File: src/rtl/trap_pkg.sv
// Shared types and cause codes for the machine-mode trap sequencer.
package trap_pkg;

  typedef enum logic [1:0] {
    ST_IDLE     = 2'd0,
    ST_FLUSH    = 2'd1,
    ST_SAVE     = 2'd2,
    ST_REDIRECT = 2'd3
  } trap_state_e;

  localparam logic [31:0] CAUSE_MISALIGNED = 32'd0;
  localparam logic [31:0] CAUSE_ILLEGAL    = 32'd2;
  localparam logic [31:0] CAUSE_EBREAK     = 32'd3;
  localparam logic [31:0] CAUSE_ECALL      = 32'd11;
  localparam logic [31:0] CAUSE_MEXT_IRQ   = 32'h8000_000B;

endpackage

File: src/rtl/trap_cause_encoder.sv
// Priority encoder: exception flags beat the interrupt, lowest cause code wins.
module trap_cause_encoder
  import trap_pkg::*;
(
  input  logic        exc_misaligned_i,
  input  logic        exc_illegal_i,
  input  logic        exc_ebreak_i,
  input  logic        exc_ecall_i,
  input  logic        irq_accept_i,
  output logic        valid_o,
  output logic [31:0] cause_o
);

  always_comb begin
    // NOTE: every output gets a default first so no path through the if-chain leaves it unassigned (no latch).
    valid_o = 1'b1;
    cause_o = '0;
    if (exc_misaligned_i)  cause_o = CAUSE_MISALIGNED;
    else if (exc_illegal_i) cause_o = CAUSE_ILLEGAL;
    else if (exc_ebreak_i)  cause_o = CAUSE_EBREAK;
    else if (exc_ecall_i)   cause_o = CAUSE_ECALL;
    else if (irq_accept_i)  cause_o = CAUSE_MEXT_IRQ;
    else                    valid_o = 1'b0;
  end

endmodule

File: src/rtl/trap_controller.sv
// Trap flush/save/redirect sequencer feeding the CSR unit.
// Define TRAP_INTERRUPT_EN to add external-interrupt acceptance and mie/mpie state.
module trap_controller
  import trap_pkg::*;
#(
  parameter logic [31:0] TRAP_VECTOR  = 32'h0000_0100,
  parameter int unsigned DRAIN_CYCLES = 2
) (
  input  logic        clock,
  input  logic        resetActiveHigh,
  input  logic        instrValid,
  input  logic [31:0] instrPc,
  input  logic        excMisaligned,
  input  logic        excIllegal,
  input  logic        excEbreak,
  input  logic        excEcall,
  input  logic        mretRequest,
  input  logic        interruptRequest,
  input  logic [31:0] mepcValue,
  output logic        csrWriteEnable,
  output logic [31:0] pcToSave,
  output logic [31:0] mcauseValue,
  output logic        flushPipeline,
  output logic        stallFetch,
  output logic        redirectValid,
  output logic [31:0] redirectTarget,
  output logic        trapBusy
);

  localparam int unsigned CNT_W = $clog2(DRAIN_CYCLES + 1);
  localparam logic [CNT_W-1:0] DRAIN_LOAD = CNT_W'(DRAIN_CYCLES);
  localparam logic [CNT_W-1:0] CNT_LAST   = CNT_W'(1);

  trap_state_e      state_q, state_d;
  logic [CNT_W-1:0] cnt_q, cnt_d;
  logic [31:0]      pc_q, pc_d;
  logic [31:0]      cause_q, cause_d;
  logic [31:0]      mcause_q, mcause_d;
  logic             redir_valid_q, redir_valid_d;
  logic [31:0]      redir_target_q, redir_target_d;

  logic        is_idle;
  logic        irq_accept;
  logic        enc_valid;
  logic [31:0] enc_cause;
  logic        mret_take;

  assign is_idle = (state_q == ST_IDLE);

`ifdef TRAP_INTERRUPT_EN
  logic mie_q, mie_d;
  logic mpie_q, mpie_d;
  assign irq_accept = is_idle && instrValid && interruptRequest && mie_q &&
                      !(excMisaligned || excIllegal || excEbreak || excEcall);
`else
  logic unused_irq;
  assign unused_irq = interruptRequest;
  assign irq_accept = 1'b0;
`endif

  trap_cause_encoder u_cause_enc (
    .exc_misaligned_i (excMisaligned && instrValid),
    .exc_illegal_i    (excIllegal && instrValid),
    .exc_ebreak_i     (excEbreak && instrValid),
    .exc_ecall_i      (excEcall && instrValid),
    .irq_accept_i     (irq_accept),
    .valid_o          (enc_valid),
    .cause_o          (enc_cause)
  );

  assign mret_take = instrValid && mretRequest && !enc_valid;

  always_comb begin
    state_d        = state_q;
    cnt_d          = cnt_q;
    pc_d           = pc_q;
    cause_d        = cause_q;
    mcause_d       = mcause_q;
    redir_valid_d  = 1'b0;
    redir_target_d = '0;
`ifdef TRAP_INTERRUPT_EN
    mie_d          = mie_q;
    mpie_d         = mpie_q;
`endif
    unique case (state_q)
      ST_IDLE: begin
        if (enc_valid) begin
          state_d = ST_FLUSH;
          cnt_d   = DRAIN_LOAD;
          pc_d    = instrPc;
          cause_d = enc_cause;
        end else if (mret_take) begin
          redir_valid_d  = 1'b1;
          redir_target_d = mepcValue;
`ifdef TRAP_INTERRUPT_EN
          mie_d          = mpie_q;
          mpie_d         = 1'b1;
`endif
        end
      end
      ST_FLUSH: begin
        // mcause is loaded on entry to SAVE so it is already valid during the write strobe.
        if (cnt_q == CNT_LAST) begin
          state_d  = ST_SAVE;
          mcause_d = cause_q;
        end else begin
          cnt_d = cnt_q - CNT_LAST;
        end
      end
      ST_SAVE: begin
        state_d        = ST_REDIRECT;
        redir_valid_d  = 1'b1;
        redir_target_d = TRAP_VECTOR;
`ifdef TRAP_INTERRUPT_EN
        mpie_d         = mie_q;
        mie_d          = 1'b0;
`endif
      end
      ST_REDIRECT: state_d = ST_IDLE;
      default:     state_d = ST_IDLE;
    endcase
  end

  // NOTE: sequential state uses non-blocking assignments so every register samples pre-edge values.
  always_ff @(posedge clock) begin
    if (resetActiveHigh) begin
      state_q        <= ST_IDLE;
      cnt_q          <= '0;
      pc_q           <= '0;
      cause_q        <= '0;
      mcause_q       <= '0;
      redir_valid_q  <= 1'b0;
      redir_target_q <= '0;
`ifdef TRAP_INTERRUPT_EN
      mie_q          <= 1'b1;
      mpie_q         <= 1'b1;
`endif
    end else begin
      state_q        <= state_d;
      cnt_q          <= cnt_d;
      pc_q           <= pc_d;
      cause_q        <= cause_d;
      mcause_q       <= mcause_d;
      redir_valid_q  <= redir_valid_d;
      redir_target_q <= redir_target_d;
`ifdef TRAP_INTERRUPT_EN
      mie_q          <= mie_d;
      mpie_q         <= mpie_d;
`endif
    end
  end

  assign csrWriteEnable = (state_q == ST_SAVE);
  assign pcToSave       = (state_q == ST_SAVE) ? pc_q : '0;
  assign mcauseValue    = mcause_q;
  assign flushPipeline  = (state_q == ST_FLUSH);
  assign stallFetch     = (state_q == ST_FLUSH) || (state_q == ST_SAVE);
  assign redirectValid  = redir_valid_q;
  assign redirectTarget = redir_target_q;
  assign trapBusy       = !is_idle;

endmodule

File: config.mk
export PLATFORM = sky130hd
export DESIGN_NAME = trap_controller
export DESIGN_NICKNAME = d
export VERILOG_FILES = /design/src/rtl/trap_pkg.sv /design/src/rtl/trap_cause_encoder.sv /design/src/rtl/trap_controller.sv
export SDC_FILE = /design/constraint.sdc
export NUM_CORES = 1
export LEC_CHECK = 0
export BUFFER_PORTS_ARGS = -buffer_cell sky130_fd_sc_hd__buf_2
export CAP_MARGIN = 20
export CORE_UTILIZATION = 29
export CTS_CLUSTER_SIZE = 10
export DETAILED_ROUTE_END_ITERATION = 12
export GPL_ROUTABILITY_DRIVEN = 0
export SLEW_MARGIN = 5
export SYNTH_ARGS = -nofsm -noshare
export SYNTH_HDL_FRONTEND = slang
export SYNTH_HIERARCHICAL = 1
export SYNTH_SLANG_ARGS = --single-unit
File: constraint.sdc
create_clock -name clock -period 1.7 [get_ports clock]
set_clock_uncertainty 0.15 [all_clocks]
set_input_delay 0.34 -clock clock [delete_from_list [all_inputs] [get_ports clock]]
set_output_delay 0.34 -clock clock [all_outputs]
set_load 0.005 [all_outputs]
; After elaboration in Yosys (flattened, before gate mapping)
; Cells that the tools add are included.
[word_totals]
ff_bits = 133
latchBits = 0
mem_bits_rw = 0
romBits = 0
input_bits = 73
out_inout_bits = 101
mem_count = 0
[op_classes]
n_addsub = 1
n_mul = 0
div = 0
magnitude_cmp = 0
eq_ne = 7
n_shift = 0
n_mux = 21
bitwise_logic = 0
reduce_logical = 15
[ops]
columns = operator, n
row1 = 32-bit two-way mux, 6
row2 = 32-bit one-hot mux with 2 select lines, 1
row3 = 2-bit two-way mux, 4
row4 = 2-bit one-hot mux with 4 select lines, 1
row5 = 1-bit logical AND, 6
row6 = 1-bit two-way mux, 6
row7 = 2-bit AND reduction, 3
row8 = 2-bit by 1-bit equality test with 1-bit output (second input constant), 2
row9 = 2-bit equality test (second input constant), 2
row10 = 4-bit two-way mux, 1
row11 = 2-bit by 1-bit inequality test with 1-bit output (second input constant), 2
row12 = 2-bit one-hot mux with 2 select lines, 1
row13 = 3-bit AND reduction, 1
row14 = 1-bit zero test, 2
row15 = 2-bit zero test, 1
row16 = 2-bit inequality test (second input constant), 1
row17 = 1-bit one-hot mux with 2 select lines, 1
row18 = 2-bit nonzero test, 1
row19 = 2-bit by 1-bit subtractor with 2-bit output (second input constant), 1
row20 = 1-bit logical OR, 1

; Logic depth before layout (Yosys ltp)
[depth]
depth_word = 10
ltp_mapped = 8

; By module
; The synthesis kept the hierarchy.
[by_module_without_submodules]
columns = module, instances, cells_per_inst, area_each_um2, seq_area_each_um2
row1 = trap_controller, 1, 564, 4734.5, 2662.6
row2 = trap_cause_encoder, 1, 37, 265.3, 0.0

; Least setup slack after synthesis
; Ideal clock, no wire load.
[synth_path]
path_kind = input-to-reg
start = input excEcall
end = register redir_target_q[0] (netlist: redirectTarget[0])
arrival_time_ps = 1547
t_required_ps = 1491
slack_ps = -56
cell_stages = 7
cell_sequence = and2_1 nor2_1 nand3b_1 nand2b_2 nor3_4 buf_6 and2_1
[synth_between]
elab_chain_cells = 10
[synth_rtl]
columns = item, line
row1 = "start, declared", trap_controller.sv:16  ; input logic excEcall,
row2 = 1-bit logical AND (*), trap_controller.sv:65  ; .exc_ecall_i (excEcall && instrValid),
row3 = 1-bit two-way mux (*), trap_cause_encoder.sv:21  ; else if (exc_ecall_i) cause_o = CAUSE_ECALL;
row4 = 1-bit two-way mux (*), trap_cause_encoder.sv:20  ; else if (exc_ebreak_i) cause_o = CAUSE_EBREAK;
row5 = 1-bit two-way mux (*), trap_cause_encoder.sv:19  ; else if (exc_illegal_i) cause_o = CAUSE_ILLEGAL;
row6 = 1-bit two-way mux (*), trap_cause_encoder.sv:18  ; if (exc_misaligned_i) cause_o = CAUSE_MISALIGNED;
row7 = net enc_valid, trap_controller.sv:44  ; logic enc_valid;
row8 = 1-bit zero test, trap_controller.sv:71  ; assign mret_take = instrValid && mretRequest && !enc_valid;
row9 = 1-bit logical AND, trap_controller.sv:71
row10 = 32-bit two-way mux, trap_controller.sv:92  ; end else if (mret_take) begin
row11 = 32-bit two-way mux (*), trap_controller.sv:87  ; if (enc_valid) begin
row12 = 32-bit one-hot mux with 2 select lines (*), trap_controller.sv:85  ; unique case (state_q)
row13 = "end signal, assigned", trap_controller.sv:145  ; redir_target_q <= redir_target_d;
row14 = "end, declared", trap_controller.sv:40  ; logic [31:0] redir_target_q, redir_target_d;
; Mark *: on every way through the listed nets, which the timed path passes. The rest lies on a longest branch.
; A chain may end at the register's enable or synchronous reset.

; Worst setup path in the final report
[layout_path]
start = register state_q[0]
end = output pcToSave[27]
[layout_between]
elab_chain_cells = 2
[layout_rtl]
columns = item, line
row1 = "start, declared", trap_controller.sv:34  ; trap_state_e state_q, state_d;
row2 = "start signal, assigned", trap_controller.sv:139  ; state_q <= state_d;
row3 = 2-bit equality test, trap_controller.sv:154  ; assign pcToSave = (state_q == ST_SAVE) ? pc_q : '0;
row4 = 32-bit two-way mux, trap_controller.sv:154
row5 = "end, declared", trap_controller.sv:21  ; output logic [31:0] pcToSave,
; No other way between the ends.

==> impl_results.md <==
- Nets@finish: 914
- Max Clock Freq: 0.524 GHz
- Placed cell areas: 6120 µm²
- Data arrival time of the critical path: 1.42 ns
- Critical Path End Type: output port
- Category of the worst setup path launch point: flop
- Final number of max-transition violations: 0
- Horizontal die dimension: 133 µm
- Net switching fraction of the power: 30.4%
- Summed instance area of the synthesized netlist: 5000 µm²
- Design Power: 10.4 mW
- Root buffer cell: clkbuf_16
- Die ar.: 17,800 µm²
- CTS Buf Count: 17
- I/O pin count: 174
- Floorplan row count: 47
- Max_cap viols: 0
- Routed vias: 4,448
- Global-route usage over all layers: 15.2%
- Area share of the largest cell type after synthesis: 53.3%
- Initial cell density of the core: 29.9%
- Register area: 2670 µm²
- Number of nets with antenna violations after routing: 0
- Min setup slack post-route: -0.208 ns
- Number of detailed-routing iterations run before antenna repair: 4
- Cell Int Power: 7.23 mW
- Maximum number of pins on one net before global-route repair: 69
- RSZ-0062 raised after global routing: yes
- Clock tree from TritonCTS: done
- Logic pwr share: 28.6%
- Total detailed-routing wirelength: 13,200 µm
- Peak supply drop: 867 µV
- Worst Hold Class: input port to flop
- Port Buffer Count: 172
- Sink count of the clock tree: 133
- Final Setup Violations: 35
- Vias per Instance: 4.17
- Total number of H-tree levels: 4
- Final clock period utilization by the worst path: 112%
- Post-detailed-placement half-perimeter wirelength: 8060 µm
- Final standard cell area without fillers: 7390 µm²
- Worst hold slack after final layout: 0.0165 ns
- Per-instance average area after synthesis: 8.32 µm²
- Commonest cells after routing, fill and taps aside: nand2_1, buf_2, dfxtp_1
- Leakage dissipation: 3.40 nW
- Area taken by multi-input logic gates: 2080 µm²
- First-pass GRT wire length: 21,100 µm
- Result of the run: complete, but fails checks
- Warnings, synthesis: 6
- Number of antenna violations at the first check in global routing: 2
- DRC marker count from the first detailed-route iteration: 210
- Fraction of the yosys area taken by sequential cells: 53.3%
- Commonest non-fill, non-tap cell in the layout: nand2_1
- Largest fanout of any net on the critical path: 18
- Clk Latency, worst-skew pair: 0.41 ns
- Number of filler cells placed in the layout: 1,706
- Die extent in y: 133 µm
- Cells taking the most area after synthesis: dfxtp_1, nand2_1, a21oi_1
- Layout cells sized above 1: 29.1%
- Sequential share of power: 37.0%
- Layout Area Growth over Synthesis: 47.7%
- Endpoint required time on the critical path: 1.21 ns
- Routed length per instance: 12.4 µm
- CORE AREA: 16,700 µm²
- Category of the most critical setup path: flop to output port
- Violated checks: negative setup slack
- Number of failing hold endpoints at the final stage: 0
- Synthesis-stage register bit count: 133
- Number of global-route vias before repair: 4,270
- Clk pin slew, worst setup/hold paths: 0.06 ns
- Number of design rule violations left after detail routing: 0
- Post-layout minimum cycle time: 1.91 ns
- Pwr dens: 1410 nW/µm²
- Power share of the clock group: 34.5%
- Overall overflow remaining after global route: 0
- Library cells used by synthesis: 30
- Worst-case clock buffer depth: 2
- Net switching power of the design: 3.16 mW
- Cell taking the most area after synthesis: dfxtp_1
- Post-Syn Instances: 601
## what timing repair did
item | 4_1_cts | 5_1_grt
setup endpoints to repair | 36 | 36
gates cloned | 1 | 0
setup buffers | 2 | 1
pin swaps | 0 | 1
gates resized for setup | 11 | 16
endpoints found under the hold margin | 53 | 0
hold buffers | 53 | 0
## metal layers
layer | GRT usage [%] | wire (µm) | vias up
li1 | - | - | 2318
met1 | 17.8 | 5780 | 2014
met2 | 24.8 | 6480 | 98
met3 | 5.44 | 685 | 18
met4 | 6.88 | 244 | 0
met5 | 0 | 0 | -
## worst paths after layout
path | endpoint | slack [ns] | depth (start not counted) | startpoint
worst max-delay path | pcToSave[27] | -0.21 | 5 | state_q[0]
worst min-delay path | pc_q[16] | 0.02 | 3 | instrPc[16]
worst max register to register | redirectTarget[30] | 0.14 | 6 | state_q[1]
worst min register to register | pc_q[19] | 0.30 | 2 | pc_q[19]
## state kept, by name, indices dropped and copies added (netlist names)
register        count
redirectTarget     32
cnt_q               2
cause_q            32
pc_q               32
mcauseValue        32
state_q             2
redirectValid       1
## cell usage after synthesis (all sizes together)
library cell    n
a21o            1
a21oi         100
a22o            1
a311oi          1
a31oi           1
and2           70
and4bb          1
buf            60
clkbuf          5
conb            2
dfxtp         133
ha              5
inv             5
nand2         196
nand2b          2
nand3           1
nand3b          1
nor2            6
nor2b           1
nor3            5
nor4            1
o211ai          1
o21ai           1
o31a            1
## layout make-up
cell class / instances / share of cell area [%]
clock inverter: 4 / 0.983
clock buffer: 23 / 6.74
antenna: 2 / 0.0678
inverter: 5 / 0.254
multi-input combinational: 427 / 28.1
tap: 220 / 3.73
timing repair buffer: 252 / 24.0
sequential: 133 / 36.1
## power by group through the flow
stage	sequential (mW)	clock [mW]	combinational, mW
3_5_place_dp	3.89	0	2.61
6_report	3.84	3.58	2.97
2_1_floorplan	3.85	0	1.74
4_1_cts	3.84	3.70	2.92
5_1_grt	3.91	3.83	3.31
3_3_place_gp	3.87	0	2.59
## critical path: stages (launching register included)
cell and delay, ns:
dfxtp_2 0.33, inv_2 0.05, ha_4 0.18, buf_12 0.15
and2_1 0.16, buf_2 0.12
## logic make-up after synthesis
kind of cell	count (synthesis)	synth area share, %
AO/OA/AOI/OAI	107	11.1
adder cells (fa/ha/maj)	5	1.25
buffers and inverters	70	8.53
flip-flops	133	53.3
other	2	0.150
AND/OR/NAND/NOR	284	25.8
## metrics by stage
stage | TNS, ns | utilization [%] | worst slack [ns] | std cells
3_3_place_gp | -9.34 | 36.7 | -0.138 | 980
5_1_grt | -8.89 | 44.2 | -0.277 | 1066
2_1_floorplan | 0 | - | 0.0148 | 630
3_5_place_dp | -9.99 | 36.7 | -0.153 | 980
6_report | -6.69 | 44.2 | -0.208 | 1066
4_1_cts | -7.55 | 43.7 | -0.236 | 1063
Power figures use the tool's default switching activity.
